`src/rtl/mips_ctrl_pkg.sv`:
```
// Shared constants for the multi-cycle MIPS main control: opcodes, ALUOp codes,
// mux select encodings and the FSM state encoding exported on state_dbg.
package mips_ctrl_pkg;

  localparam logic [5:0] OP_RTYPE = 6'd0;
  localparam logic [5:0] OP_LW    = 6'd35;
  localparam logic [5:0] OP_SW    = 6'd43;
  localparam logic [5:0] OP_ADDI  = 6'd8;
  localparam logic [5:0] OP_SUBI  = 6'd9;
  localparam logic [5:0] OP_BEQ   = 6'd4;
  localparam logic [5:0] OP_J     = 6'd2;

  localparam logic [2:0] ALUOP_ADD   = 3'b000;
  localparam logic [2:0] ALUOP_SUB   = 3'b001;
  localparam logic [2:0] ALUOP_FUNCT = 3'b010;

  localparam logic [1:0] SRCB_B       = 2'b00;
  localparam logic [1:0] SRCB_FOUR    = 2'b01;
  localparam logic [1:0] SRCB_IMM     = 2'b10;
  localparam logic [1:0] SRCB_IMM_SH2 = 2'b11;

  localparam logic [1:0] PCSRC_ALU    = 2'b00;
  localparam logic [1:0] PCSRC_ALUOUT = 2'b01;
  localparam logic [1:0] PCSRC_JUMP   = 2'b10;

  typedef enum logic [3:0] {
    S_IDLE    = 4'd0,
    S_FETCH   = 4'd1,
    S_DECODE  = 4'd2,
    S_MEMADR  = 4'd3,
    S_MEMRD   = 4'd4,
    S_MEMWB   = 4'd5,
    S_MEMWR   = 4'd6,
    S_REXEC   = 4'd7,
    S_RWB     = 4'd8,
    S_ADDIEX  = 4'd9,
    S_SUBIEX  = 4'd10,
    S_IWB     = 4'd11,
    S_BRANCH  = 4'd12,
    S_JUMP    = 4'd13,
    S_ILLEGAL = 4'd14
  } state_e;

  // States that sit on the memory ready handshake and are watched by the timer.
  function automatic logic is_mem_wait(input state_e s);
    return (s == S_FETCH) || (s == S_MEMRD) || (s == S_MEMWR);
  endfunction

endpackage

```
`src/rtl/mips_multicycle_ctrl_mem_wait_timer.sv`:
```
// Saturating wait counter: clear has priority, expire when the count equals
// TIMEOUT_CYCLES; a zero limit never expires.
module mem_wait_timer #(
  parameter int TIMEOUT_CYCLES = 255,
  parameter int TMR_W          = 8
) (
  input  logic clk_i,
  input  logic rst_i,
  input  logic clr_i,
  input  logic en_i,
  output logic expire_o
);

  localparam logic [TMR_W-1:0] LIMIT = TMR_W'(TIMEOUT_CYCLES);

  logic [TMR_W-1:0] cnt_q, cnt_d;

  always_comb begin
    cnt_d = cnt_q;
    if (clr_i) begin
      cnt_d = '0;
    end else if (en_i && (cnt_q != LIMIT)) begin
      cnt_d = cnt_q + TMR_W'(1);
    end
  end

  always_ff @(posedge clk_i or posedge rst_i) begin
    if (rst_i) cnt_q <= '0;
    else       cnt_q <= cnt_d;
  end

  assign expire_o = (TIMEOUT_CYCLES != 0) && (cnt_q == LIMIT);

endmodule

```
`src/rtl/mips_multicycle_ctrl.sv`:
```
// Multi-cycle MIPS main control FSM: sequences fetch/decode/execute/memory/
// writeback and drives all datapath enables, mux selects and ALUOp.
module mips_multicycle_ctrl
  import mips_ctrl_pkg::*;
#(
  parameter int TIMEOUT_CYCLES = 255,
  parameter int TMR_W          = 8
) (
  input  logic       clk,
  input  logic       rst,
  input  logic [5:0] opcode,
  input  logic       zero,
  input  logic       mem_ready,
  output logic       pc_write,
  output logic       pc_write_cond,
  output logic [1:0] pc_source,
  output logic       iord,
  output logic       mem_read,
  output logic       mem_write,
  output logic       ir_write,
  output logic       mem_to_reg,
  output logic       reg_dst,
  output logic       reg_write,
  output logic       alu_src_a,
  output logic [1:0] alu_src_b,
  output logic [2:0] alu_op,
  output logic       illegal_op,
  output logic       mem_timeout,
  output logic [3:0] state_dbg
);

  state_e state_q, state_d;
  logic   tmr_expire, tmr_clr, tmr_en, timeout_fire;
  logic   unused_zero;

  // The branch decision (pc_write_cond & zero) is resolved in the datapath.
  assign unused_zero = zero;

  assign tmr_en       = is_mem_wait(state_q) && !mem_ready;
  assign timeout_fire = tmr_en && tmr_expire;
  assign tmr_clr      = timeout_fire || (state_d != state_q);

  mem_wait_timer #(
    .TIMEOUT_CYCLES(TIMEOUT_CYCLES),
    .TMR_W         (TMR_W)
  ) u_timer (
    .clk_i   (clk),
    .rst_i   (rst),
    .clr_i   (tmr_clr),
    .en_i    (tmr_en),
    .expire_o(tmr_expire)
  );

  always_ff @(posedge clk or posedge rst) begin
    if (rst) state_q <= S_IDLE;
    else     state_q <= state_d;
  end

  always_comb begin
    state_d       = state_q;
    pc_write      = 1'b0;
    pc_write_cond = 1'b0;
    pc_source     = PCSRC_ALU;
    iord          = 1'b0;
    mem_read      = 1'b0;
    mem_write     = 1'b0;
    ir_write      = 1'b0;
    mem_to_reg    = 1'b0;
    reg_dst       = 1'b0;
    reg_write     = 1'b0;
    alu_src_a     = 1'b0;
    alu_src_b     = SRCB_B;
    alu_op        = ALUOP_ADD;
    illegal_op    = 1'b0;
    mem_timeout   = timeout_fire;

    unique case (state_q)
      S_IDLE: state_d = S_FETCH;
      S_FETCH: begin
        mem_read  = 1'b1;
        alu_src_b = SRCB_FOUR;
        ir_write  = mem_ready;
        pc_write  = mem_ready;
        if (mem_ready) state_d = S_DECODE;
      end
      S_DECODE: begin
        alu_src_b = SRCB_IMM_SH2;
        unique case (opcode)
          OP_RTYPE:     state_d = S_REXEC;
          OP_LW, OP_SW: state_d = S_MEMADR;
          OP_ADDI:      state_d = S_ADDIEX;
          OP_SUBI:      state_d = S_SUBIEX;
          OP_BEQ:       state_d = S_BRANCH;
          OP_J:         state_d = S_JUMP;
          default:      state_d = S_ILLEGAL;
        endcase
      end
      S_MEMADR: begin
        alu_src_a = 1'b1;
        alu_src_b = SRCB_IMM;
        state_d   = (opcode == OP_LW) ? S_MEMRD : S_MEMWR;
      end
      S_MEMRD: begin
        mem_read = 1'b1;
        iord     = 1'b1;
        if (mem_ready)       state_d = S_MEMWB;
        else if (tmr_expire) state_d = S_FETCH;
      end
      S_MEMWB: begin
        reg_write  = 1'b1;
        mem_to_reg = 1'b1;
        state_d    = S_FETCH;
      end
      S_MEMWR: begin
        mem_write = 1'b1;
        iord      = 1'b1;
        if (mem_ready || tmr_expire) state_d = S_FETCH;
      end
      S_REXEC: begin
        alu_src_a = 1'b1;
        alu_op    = ALUOP_FUNCT;
        state_d   = S_RWB;
      end
      S_RWB: begin
        reg_write = 1'b1;
        reg_dst   = 1'b1;
        state_d   = S_FETCH;
      end
      S_ADDIEX, S_SUBIEX: begin
        alu_src_a = 1'b1;
        alu_src_b = SRCB_IMM;
        alu_op    = (state_q == S_SUBIEX) ? ALUOP_SUB : ALUOP_ADD;
        state_d   = S_IWB;
      end
      S_IWB: begin
        reg_write = 1'b1;
        state_d   = S_FETCH;
      end
      S_BRANCH: begin
        alu_src_a     = 1'b1;
        alu_op        = ALUOP_SUB;
        pc_write_cond = 1'b1;
        pc_source     = PCSRC_ALUOUT;
        state_d       = S_FETCH;
      end
      S_JUMP: begin
        pc_write  = 1'b1;
        pc_source = PCSRC_JUMP;
        state_d   = S_FETCH;
      end
      S_ILLEGAL: begin
        illegal_op = 1'b1;
        state_d    = S_FETCH;
      end
      default: state_d = S_IDLE;
    endcase
  end

  assign state_dbg = state_q;

endmodule

```
`config.mk`:
```
export PLATFORM = sky130hd
export DESIGN_NAME = mips_multicycle_ctrl
export DESIGN_NICKNAME = d
export VERILOG_FILES = /design/src/rtl/mips_ctrl_pkg.sv /design/src/rtl/mips_multicycle_ctrl_mem_wait_timer.sv /design/src/rtl/mips_multicycle_ctrl.sv
export SDC_FILE = /design/constraint.sdc
export NUM_CORES = 1
export LEC_CHECK = 0
export CORE_MARGIN = 2
export CORE_UTILIZATION = 50
export CTS_CLUSTER_DIAMETER = 200
export DETAILED_ROUTE_END_ITERATION = 7
export DONT_BUFFER_PORTS = 1
export PLACE_DENSITY = 0.73
export SYNTH_ARGS = -nofsm -noshare
export SYNTH_HDL_FRONTEND = slang
export SYNTH_SLANG_ARGS = --single-unit
```
`constraint.sdc`:
```
create_clock -name clk -period 1.4 [get_ports clk]
set_clock_uncertainty 0.15 [all_clocks]
set_input_delay 0.14 -clock clk [delete_from_list [all_inputs] [get_ports clk]]
set_output_delay 0.14 -clock clk [all_outputs]
set_load 0.1 [all_outputs]
```
==> results of run 1 <==
## logic make-up after synthesis
logic type / share of synthesized area, %
other: 0.407
flip-flops: 32.6
AO/OA/AOI/OAI: 20.0
buffers and inverters: 6.25
XOR/XNOR: 9.51
adder cells (fa/ha/maj): 1.36
AND/OR/NAND/NOR: 29.9
## stage by stage
step | setup WS, ns | cell area [um2]
2_1_floorplan | -1.03 | 1200
3_3_place_gp | -0.266 | 1750
==> impl_metrics.env, run 1 <==
export IMPL_synth_cell_types=39
export IMPL_failing_step="detailed placement"
export IMPL_ys_warn_count=0
export IMPL_synth_net_count=127
export IMPL_async_flop_share_pct=100
export IMPL_yosysTopAreaCellShare_pct=32.6
export IMPL_die_w_um=46.9
export IMPL_synth_seq_cells=12
export IMPL_pin_count=33
export IMPL_synth_main_ff_cell="dfrtp_1"
export IMPL_synth_area_per_cell_um2=7.94
export IMPL_portBuffers=0
export IMPL_synth_most_common_cell="nor2_1"
export IMPL_row_count=15
export IMPL_seq_area_frac_synth_pct=32.6
export IMPL_start_util_pct=53.3
export IMPL_syn_area_um2=921
export IMPL_synth_common_cells="nor2_1, dfrtp_1, nand2_1"
export IMPL_die_height_um=46.9
export IMPL_gp_congestion=0.899
export IMPL_syn_inst=116
export IMPL_yosys_area_top_type="dfrtp_1"
export IMPL_synth_edff_count=0
export IMPL_first_error="[ERROR DPL-0038] Utilization greater than 100%, impossible to legalize"
export IMPL_status="aborted with a tool error"
export IMPL_synth_area_top_cells="dfrtp_1, nor2_1, xnor2_1"
==> run 2, diff against run 1 <==
Settings changed: CORE_AREA set to 2 2 63 65, CORE_MARGIN 2 to unset, CORE_UTILIZATION 50 to unset, CTS_CLUSTER_DIAMETER 200 to unset, DIE_AREA set to 0 0 65 67, PLACE_DENSITY 0.73 to unset, PLACE_DENSITY_LB_ADDON set to 0.15.
Clock period 1.4 ns to 1.8 ns, I/O delays scaled along.
==> run 2 against run 1 <==
Net effect: the flow now finishes, with violations (negative setup slack); synthesized cell count did not move; area after synthesis did not move.
==> impl_metrics.env, run 2 <==
export IMPL_drc=0
export IMPL_rsz0062_at_grt="true"
export IMPL_min_path_cells=2
export IMPL_clock_fmax_ghz=0.508
export IMPL_holdPathEnd="state_dbg[2]$_DFF_PP0_"
export IMPL_startpoint_type="flop"
export IMPL_dp_cells=191
export IMPL_timing_rr_end="u_timer.cnt_q[2]$_DFFE_PP0P_"
export IMPL_grtUsageMet1_pct=20.2
export IMPL_min_delay_start="mem_ready"
export IMPL_die_height_um=67
export IMPL_ys_warn_count=0
export IMPL_n_antenna_cell=0
export IMPL_hpwl_um=2080
export IMPL_wl_per_cell_um=15.1
export IMPL_numCtsBuffers=3
export IMPL_synth_common_cells="nor2_1, dfrtp_1, nand2_1"
export IMPL_met3_usage_pct=3.21
export IMPL_synth_edff_count=0
export IMPL_worst_ep_arrival_time_ns=1.64
export IMPL_synth_seq_cells=12
export IMPL_grt_pass1_wl_um=5200
export IMPL_async_flop_share_pct=100
export IMPL_layout_common_cells="buf_4, buf_12, nor2_4, buf_6, dfrtp_1"
export IMPL_synth_main_ff_cell="dfrtp_1"
export IMPL_start_util_pct=25.5
export IMPL_cts_sinks=12
export IMPL_yosysTopAreaCellShare_pct=32.6
export IMPL_synth_area_per_cell_um2=7.94
export IMPL_synth_net_count=127
export IMPL_grt_max_degree=13
export IMPL_timing_rr_start="state_dbg[2]$_DFF_PP0_"
export IMPL_finalHoldViolCount=0
export IMPL_relSlewSlack_pct=53.2
export IMPL_dr_pass1_iters=4
export IMPL_final_max_slew_violation_count=0
export IMPL_worstMarginPinSlew_ns=0.700
export IMPL_cp_required_ns=1.47
export IMPL_fin_util_pct=57.2
export IMPL_layout_cells_non_filler=220
export IMPL_cp_max_fo=3
export IMPL_synth_cell_types=39
export IMPL_seq_area_frac_synth_pct=32.6
export IMPL_core_area_um2=3610
export IMPL_finalCriticalPeriod_ns=1.97
export IMPL_drt_iter0_markers=14
export IMPL_grtUsageTotal_pct=15.4
export IMPL_portBuffers=0
export IMPL_setup_slack_ns=-0.170
export IMPL_num_vias=1078
export IMPL_vias_per_cell=4.90
export IMPL_antenna_found_initial=0
export IMPL_clk_path_buf_depth=2
export IMPL_yosys_area_top_type="dfrtp_1"
export IMPL_antenna_left=0
export IMPL_area_growth_pct=124
export IMPL_gr_max_usage_layer="met2"
export IMPL_grt_pass1_vias=1107
export IMPL_setup_tns_ns=-0.629
export IMPL_clkTransAtPathRegs_ns=0.04
export IMPL_clkLatencyLatePin_ns=0.24
export IMPL_fin_crit_sh_pct=109
export IMPL_largest_register_ffs=8
export IMPL_fin_nets=185
export IMPL_final_common_cell="buf_4"
export IMPL_synth_most_common_cell="nor2_1"
export IMPL_setup_viol=14
export IMPL_status="finished with violations"
export IMPL_fillers=279
export IMPL_tritoncts="built"
export IMPL_die_area_um2=4360
export IMPL_cts_root_buf="clkbuf_8"
export IMPL_crit_path_end_kind="output pin"
export IMPL_grtUsageMet2_pct=26.4
export IMPL_gp_congestion=0.806
export IMPL_critPathKind="flop to output pin"
export IMPL_syn_area_um2=921
export IMPL_rrSetupSlack_ns=0.05
export IMPL_wl_um=3320
export IMPL_violations="negative setup slack"
export IMPL_drive_gt1_share_pct=62.2
export IMPL_hold_class="input pin to flop"
export IMPL_reg2regPathDepth=6
export IMPL_synth_area_top_cells="dfrtp_1, nor2_1, xnor2_1"
export IMPL_cts_max_level=1
export IMPL_holdWs_ns=0.0864
export IMPL_pin_count=33
export IMPL_regMostFlops="u_timer.cnt_q"
export IMPL_gr_total_overflow=0
export IMPL_drv_cap=0
export IMPL_die_w_um=65
export IMPL_syn_inst=116
export IMPL_row_count=22
-- run 2: cell counts after synthesis --
Identical to the previous run, type by type.
-- run 2: cell type report --
cell class,count,area (um2),area share (%)
Clock buffer,3,41.3,2.00
Inverter,5,28.8,1.39
Multi-Input combinational cell,92,888,43.1
Sequential cell,12,315,15.3
Tap cell,48,60.1,2.91
Timing Repair Buffer,60,729,35.4
-- run 2: per-layer routing --
layer / share of wire, % / up-vias
li1: - / 530
met1: 44 / 520
met2: 52 / 26
met3: 3.8 / 2
met4: 0.60 / 0
met5: 0 / -
-- run 2: critical path, stage by stage (launching register included) --
cell,delay (ns)
dfrtp_4,0.49
or3b_4,0.41
a21oi_2,0.16
and2_4,0.35
-- run 2: logic make-up after synthesis --
logic type / count (synthesis) / synth area share (%)
simple gates: 55 / 29.9
compound gates: 25 / 20.0
buf+inv: 12 / 6.25
flops: 12 / 32.6
xor+xnor: 10 / 9.51
fa+ha+maj: 1 / 1.36
other cells: 1 / 0.407
-- run 2: how the worst max path moves through the flow --
stage | startpoint | endpoint | cells past startpoint
after global placement | u_timer.cnt_q[0]$_DFFE_PP0P_ | mem_timeout | 4
final | state_dbg[2]$_DFF_PP0_ | mem_timeout | 3
after floorplan | state_dbg[3]$_DFF_PP0_ | pc_source[0] | 5
after global routing | state_dbg[1]$_DFF_PP0_ | mem_timeout | 3
after detailed placement | u_timer.cnt_q[0]$_DFFE_PP0P_ | u_timer.cnt_q[2]$_DFFE_PP0P_ | 6
after CTS | state_dbg[1]$_DFF_PP0_ | mem_timeout | 3
-- run 2: what timing repair did --
item                                    in CTS  in global routing
endpoints found under the hold margin       12                  2
pin swaps                                   18                 14
setup buffers                               16                  8
gates resized for setup                     36                 22
hold buffers                                 1                  1
endpoints found under the setup margin      15                 26
gates cloned                                 1                  0
-- run 2: through the flow --
stage	worst slack (ns)	area, um2
2_1_floorplan	-0.672	1190
3_3_place_gp	0.0175	1590
3_5_place_dp	0.0335	1590
4_1_cts	-0.159	1910
5_1_grt	-0.213	2060
6_report	-0.170	2060
Power of run 2 is left out: the tool's default activity adds up to more than one toggle a clock period on the data nets, which glitch-free logic cannot reach.
